===== src/rtl/serial_adder.sv =====
// Bit-serial adder: one full-add per clock, LSB first.
// Result and carry are published on the completion edge only.
module serial_adder #(
    parameter int WIDTH = 8
) (
    input  logic             clk,
    input  logic             rst_n,
    input  logic             start,
    input  logic [WIDTH-1:0] a,
    input  logic [WIDTH-1:0] b,
    output logic             busy,
    output logic             done,
    output logic [WIDTH-1:0] sum,
    output logic             c_out
);

    localparam int CW = (WIDTH > 2) ? $clog2(WIDTH) : 1;

    typedef enum logic [1:0] {
        IDLE,
        ADD,
        DONE
    } state_t;

    state_t           state, state_n;
    logic [WIDTH-1:0] op_a, op_a_n;
    logic [WIDTH-1:0] op_b, op_b_n;
    logic [WIDTH-1:0] res, res_n;
    logic [WIDTH-1:0] sum_n;
    logic [CW-1:0]    cnt, cnt_n;
    logic             carry, carry_n;
    logic             c_out_n;
    logic             busy_n;
    logic             done_n;

    logic             ha1_s, ha1_c;
    logic             ha2_s, ha2_c;
    logic             fa_s, fa_c;
    logic [WIDTH-1:0] res_shift;
    logic             last_bit;

    // Full add of the operand LSBs and the carry, built from two half adders.
    always_comb begin
        ha1_s     = op_a[0] ^ op_b[0];
        ha1_c     = op_a[0] & op_b[0];
        ha2_s     = ha1_s ^ carry;
        ha2_c     = ha1_s & carry;
        fa_s      = ha2_s;
        fa_c      = ha1_c | ha2_c;
        res_shift = {fa_s, res[WIDTH-1:1]};
        last_bit  = (cnt == CW'(WIDTH - 1));
    end

    // Next-state and datapath updates; every register holds by default.
    always_comb begin
        state_n = state;
        op_a_n  = op_a;
        op_b_n  = op_b;
        res_n   = res;
        cnt_n   = cnt;
        carry_n = carry;
        sum_n   = sum;
        c_out_n = c_out;
        done_n  = 1'b0;
        unique case (state)
            IDLE: begin
                if (start) begin
                    state_n = ADD;
                    op_a_n  = a;
                    op_b_n  = b;
                    res_n   = '0;
                    cnt_n   = '0;
                    carry_n = 1'b0;
                end
            end
            ADD: begin
                op_a_n  = op_a >> 1;
                op_b_n  = op_b >> 1;
                res_n   = res_shift;
                carry_n = fa_c;
                cnt_n   = cnt + CW'(1);
                if (last_bit) begin
                    sum_n   = res_shift;
                    c_out_n = fa_c;
                    done_n  = 1'b1;
                    state_n = DONE;
                end
            end
            DONE: begin
                state_n = IDLE;
            end
            default: begin
                state_n = IDLE;
            end
        endcase
        busy_n = (state_n != IDLE);
    end

    // State, datapath and registered outputs; reset clears everything at once.
    always_ff @(posedge clk or negedge rst_n) begin
        if (!rst_n) begin
            state <= IDLE;
            op_a  <= '0;
            op_b  <= '0;
            res   <= '0;
            cnt   <= '0;
            carry <= 1'b0;
            sum   <= '0;
            c_out <= 1'b0;
            busy  <= 1'b0;
            done  <= 1'b0;
        end else begin
            state <= state_n;
            op_a  <= op_a_n;
            op_b  <= op_b_n;
            res   <= res_n;
            cnt   <= cnt_n;
            carry <= carry_n;
            sum   <= sum_n;
            c_out <= c_out_n;
            busy  <= busy_n;
            done  <= done_n;
        end
    end

endmodule


===== config.mk =====
export PLATFORM = sky130hd
export DESIGN_NAME = serial_adder
export DESIGN_NICKNAME = d
export VERILOG_FILES = /design/src/rtl/serial_adder.sv
export SDC_FILE = /design/constraint.sdc
export NUM_CORES = 1
export LEC_CHECK = 0
export CAP_MARGIN = 20
export CORE_MARGIN = 2
export CORE_UTILIZATION = 25
export DETAILED_ROUTE_END_ITERATION = 12
export SYNTH_ARGS = -nofsm -noshare
export SYNTH_HDL_FRONTEND = slang
export SYNTH_SLANG_ARGS = --single-unit
export TNS_END_PERCENT = 20

===== constraint.sdc =====
create_clock -name clk -period 1.7 [get_ports clk]
set_input_delay 0.17 -clock clk [delete_from_list [all_inputs] [get_ports clk]]
set_output_delay 0.17 -clock clk [all_outputs]
set_load 0.005 [all_outputs]

==> out/metrics.yaml <==
status:
  outcome: "finished, final reports clean"
clock_tree:
  cts-root-buf: "clkbuf_8"
  cts.clk_slew.worst_paths_ns: 0.07
  clk_latency_ns: 0.29
  cts_tree: "yes"
  clockBufferDepth: 2
  numCtsBuffers: 5
  ctsResizeCount: 0
  cts_sinks: 40
  htree_levels: 2
pwr:
  ir_drop_uv: 566
  pwr-share-seq_pct: 46.2
  p_sw_mw: 1.20
  leakage_nw: 0.951
  p_sw_share_pct: 33.9
  p_int_mw: 2.33
  clkPwrFrac_pct: 16.7
  p_per_area_nw_per_um2: 1640
  combPwrFrac_pct: 37.0
floorplanning:
  die_y_um: 86.4
  rows: 30
  dieWidth_um: 86.4
  initial_utilization_pct: 25.4
  dieArea_um2: 7470
  io_pins: 30
  core_area_um2: 6680
logic_synthesis:
  synth_fp_nets: 165
  syn_area_um2: 1700
  ys_ff_latch: 40
  synth_seq_area_share_pct: 58.9
  syn_inst: 143
  ys_types: 23
  synth_warnings: 0
  syn_area_per_cell_um2: 11.9
global_route:
  overflow: 0
  antenna_found_initial: 0
  first_global_vias: 1305
  grt_usage_pct: 10.2
  grt_max_degree: 41
  grt_pass1_wl_mm: 5.94
placed_design:
  hpwlAfterDp_mm: 2.28
  port_buffers: 29
  dpl_cell_area_um2: 2060
  globalplace.congestion: 0.763
timing:
  setup-violations-final: 0
  min_period_ns: 1.49
  maxSlewHeadroom_pct: 49.5
  max_freq_mhz: 671
  drv_slew: 0
  rsz0062_at_grt: "no"
  finalClockSkew_ns: 0.00555
  finalSetupTns_ns: 0
  hold_viol_final: 0
  finalCritPeriodShare_pct: 87.7
  worstMarginPinSlew_ns: 0.756
route:
  routedWlPerCell_um: 13.5
  drcViolationCount: 0
  avgViaCountPerCell: 4.77
  ant_nets: 0
  firstDrtPassIters: 4
  drtIter0Drc: 55
  num_vias: 1222
  wirelength_mm: 3.46
cells_and_area:
  final_area_um2: 2150
  drive_above_1_share_pct: 13.1
  fin_nets: 198
  diodes: 0
  area_growth_pct: 26.4
worst_setup_path:
  critPathRequiredTime_ns: 1.88
  cp_max_fo: 13
  critPathArrivalTime_ns: 1.67
  endpoint_kind: "flip-flop"
  critPathLaunchType: "flip-flop"
  worstSetupPathType: "reg -> reg"
hold_path:
  hold_path.class: "in -> reg"
run:
  drv_cap: 0
-- kinds of logic (layout without fill, tap and decap cells) --
family	Yosys count	in the layout	share of synthesized area (%)
AND/OR/NAND/NOR	14	14	5.08
AO/OA/AOI/OAI	61	61	22.0
multiplexers	7	7	5.52
buffers and inverters	18	51	5.82
adder cells (fa/ha/maj)	3	3	2.65
flip-flops	40	40	58.9
-- repair_timing --
action / 4_1_cts / 5_1_grt
buffers inserted: 0 / 0
hold endpoints to repair: 40 / 0
hold buffers: 1 / 0
-- metrics by stage --
step                util [%]  cells  hold WS, ns  total power, mW  worst slack [ns]
finish                  32.2    256        0.461             3.53             0.209
global route            32.2    256        0.472             3.82             0.140
CTS                     32.2    256        0.463             3.56             0.200
detailed placement      30.8    248        0.260             2.95            0.0782
global placement        30.8    248        0.257             2.90             0.137
floorplan                  -    143       -0.126             2.50             0.271
-- area by class of cell --
type,count,area [µm²]
fill,685,4530
clock inverter,1,5.00
multi-input combinational,85,599
clock buffer,6,72.6
inverter,8,30.0
timing repair buffer,36,340
tap,80,100
sequential,40,1000
-- flip-flops by register name, summed over array words and instances, names as in the netlist --
signal,count
op_a,8
op_b,8
sum,8
res,7
cnt,3
state,2
busy,1
c_out,1
carry,1
done,1
-- cells in the mapped netlist --
library cell / instances / area share (%)
nor2_4: 1 / 0.66
inv_1: 7 / 1.5
nor2b_1: 2 / 0.74
buf_4: 3 / 1.3
nand2_1: 6 / 1.3
o21bai_1: 1 / 0.44
o21ai_0: 6 / 1.8
dfrtp_1: 40 / 59
o21ai_1: 2 / 0.59
fa_1: 1 / 1.2
nand2b_1: 2 / 0.74
buf_2: 4 / 1.2
a21oi_1: 15 / 4.4
buf_6: 2 / 1.3
buf_1: 1 / 0.22
mux2_2: 3 / 2.0
o22ai_1: 29 / 11
nand3b_4: 1 / 1.2
nor2_1: 2 / 0.44
mux2_4: 4 / 3.5
inv_2: 1 / 0.22
ha_1: 2 / 1.5
a22o_1: 8 / 4.1
-- critical path: stages (launching register included) --
cell,delay [ns]
dfrtp_1,0.40
ha_1,0.21
ha_1,0.22
nand3b_4,0.19
mux2_2,0.35
-- power groups by stage --
stage	registers (mW)	logic, mW	clock network, mW
floorplan	1.60	0.904	0
global placement	1.63	1.27	0
detailed placement	1.65	1.30	0
CTS	1.63	1.31	0.615
global route	1.68	1.47	0.664
finish	1.63	1.31	0.590
-- placed cells by master, fill, tap and decap left out --
cell type        instances
dfrtp_1                 40
o22ai_1                 29
clkdlybuf4s50_1         28
a21oi_1                 15
a22o_1                   8
inv_1                    7
nand2_1                  6
o21ai_0                  6
buf_4                    6
clkbuf_8                 5
mux2_4                   4
mux2_2                   3
nor2b_1                  2
nor2_1                   2
nand2b_1                 2
o21ai_1                  2
ha_1                     2
nand3b_4                 1
inv_2                    1
o21bai_1                 1
nor2_4                   1
fa_1                     1
clkinv_2                 1
clkbuf_1                 1
dlygate4sd3_1            1
buf_2                    1
-- path summary, 6_finish.rpt --
path	slack [ns]	cells past startpoint	endpoint	start
max	0.21	4	sum[6]$_DFFE_PN0P_	cnt[0]$_DFFE_PN0P_
min	0.46	3	op_a[7]$_DFFE_PN0P_	a[7]
max reg2reg	0.21	4	sum[6]$_DFFE_PN0P_	cnt[0]$_DFFE_PN0P_
min reg2reg	0.49	2	sum[7]$_DFFE_PN0P_	sum[7]$_DFFE_PN0P_
max in group asynchronous	0.89	3	op_a[5]$_DFFE_PN0P_	rst_n
min in group asynchronous	0.47	3	sum[5]$_DFFE_PN0P_	rst_n
-- per-layer routing --
metal,global-route usage [%],share of wire (%)
met1,13.2,50
met2,16.0,44
met3,2.95,4.6
met4,4.26,1.4
met5,0,0
(Power assumes the default switching activity.)
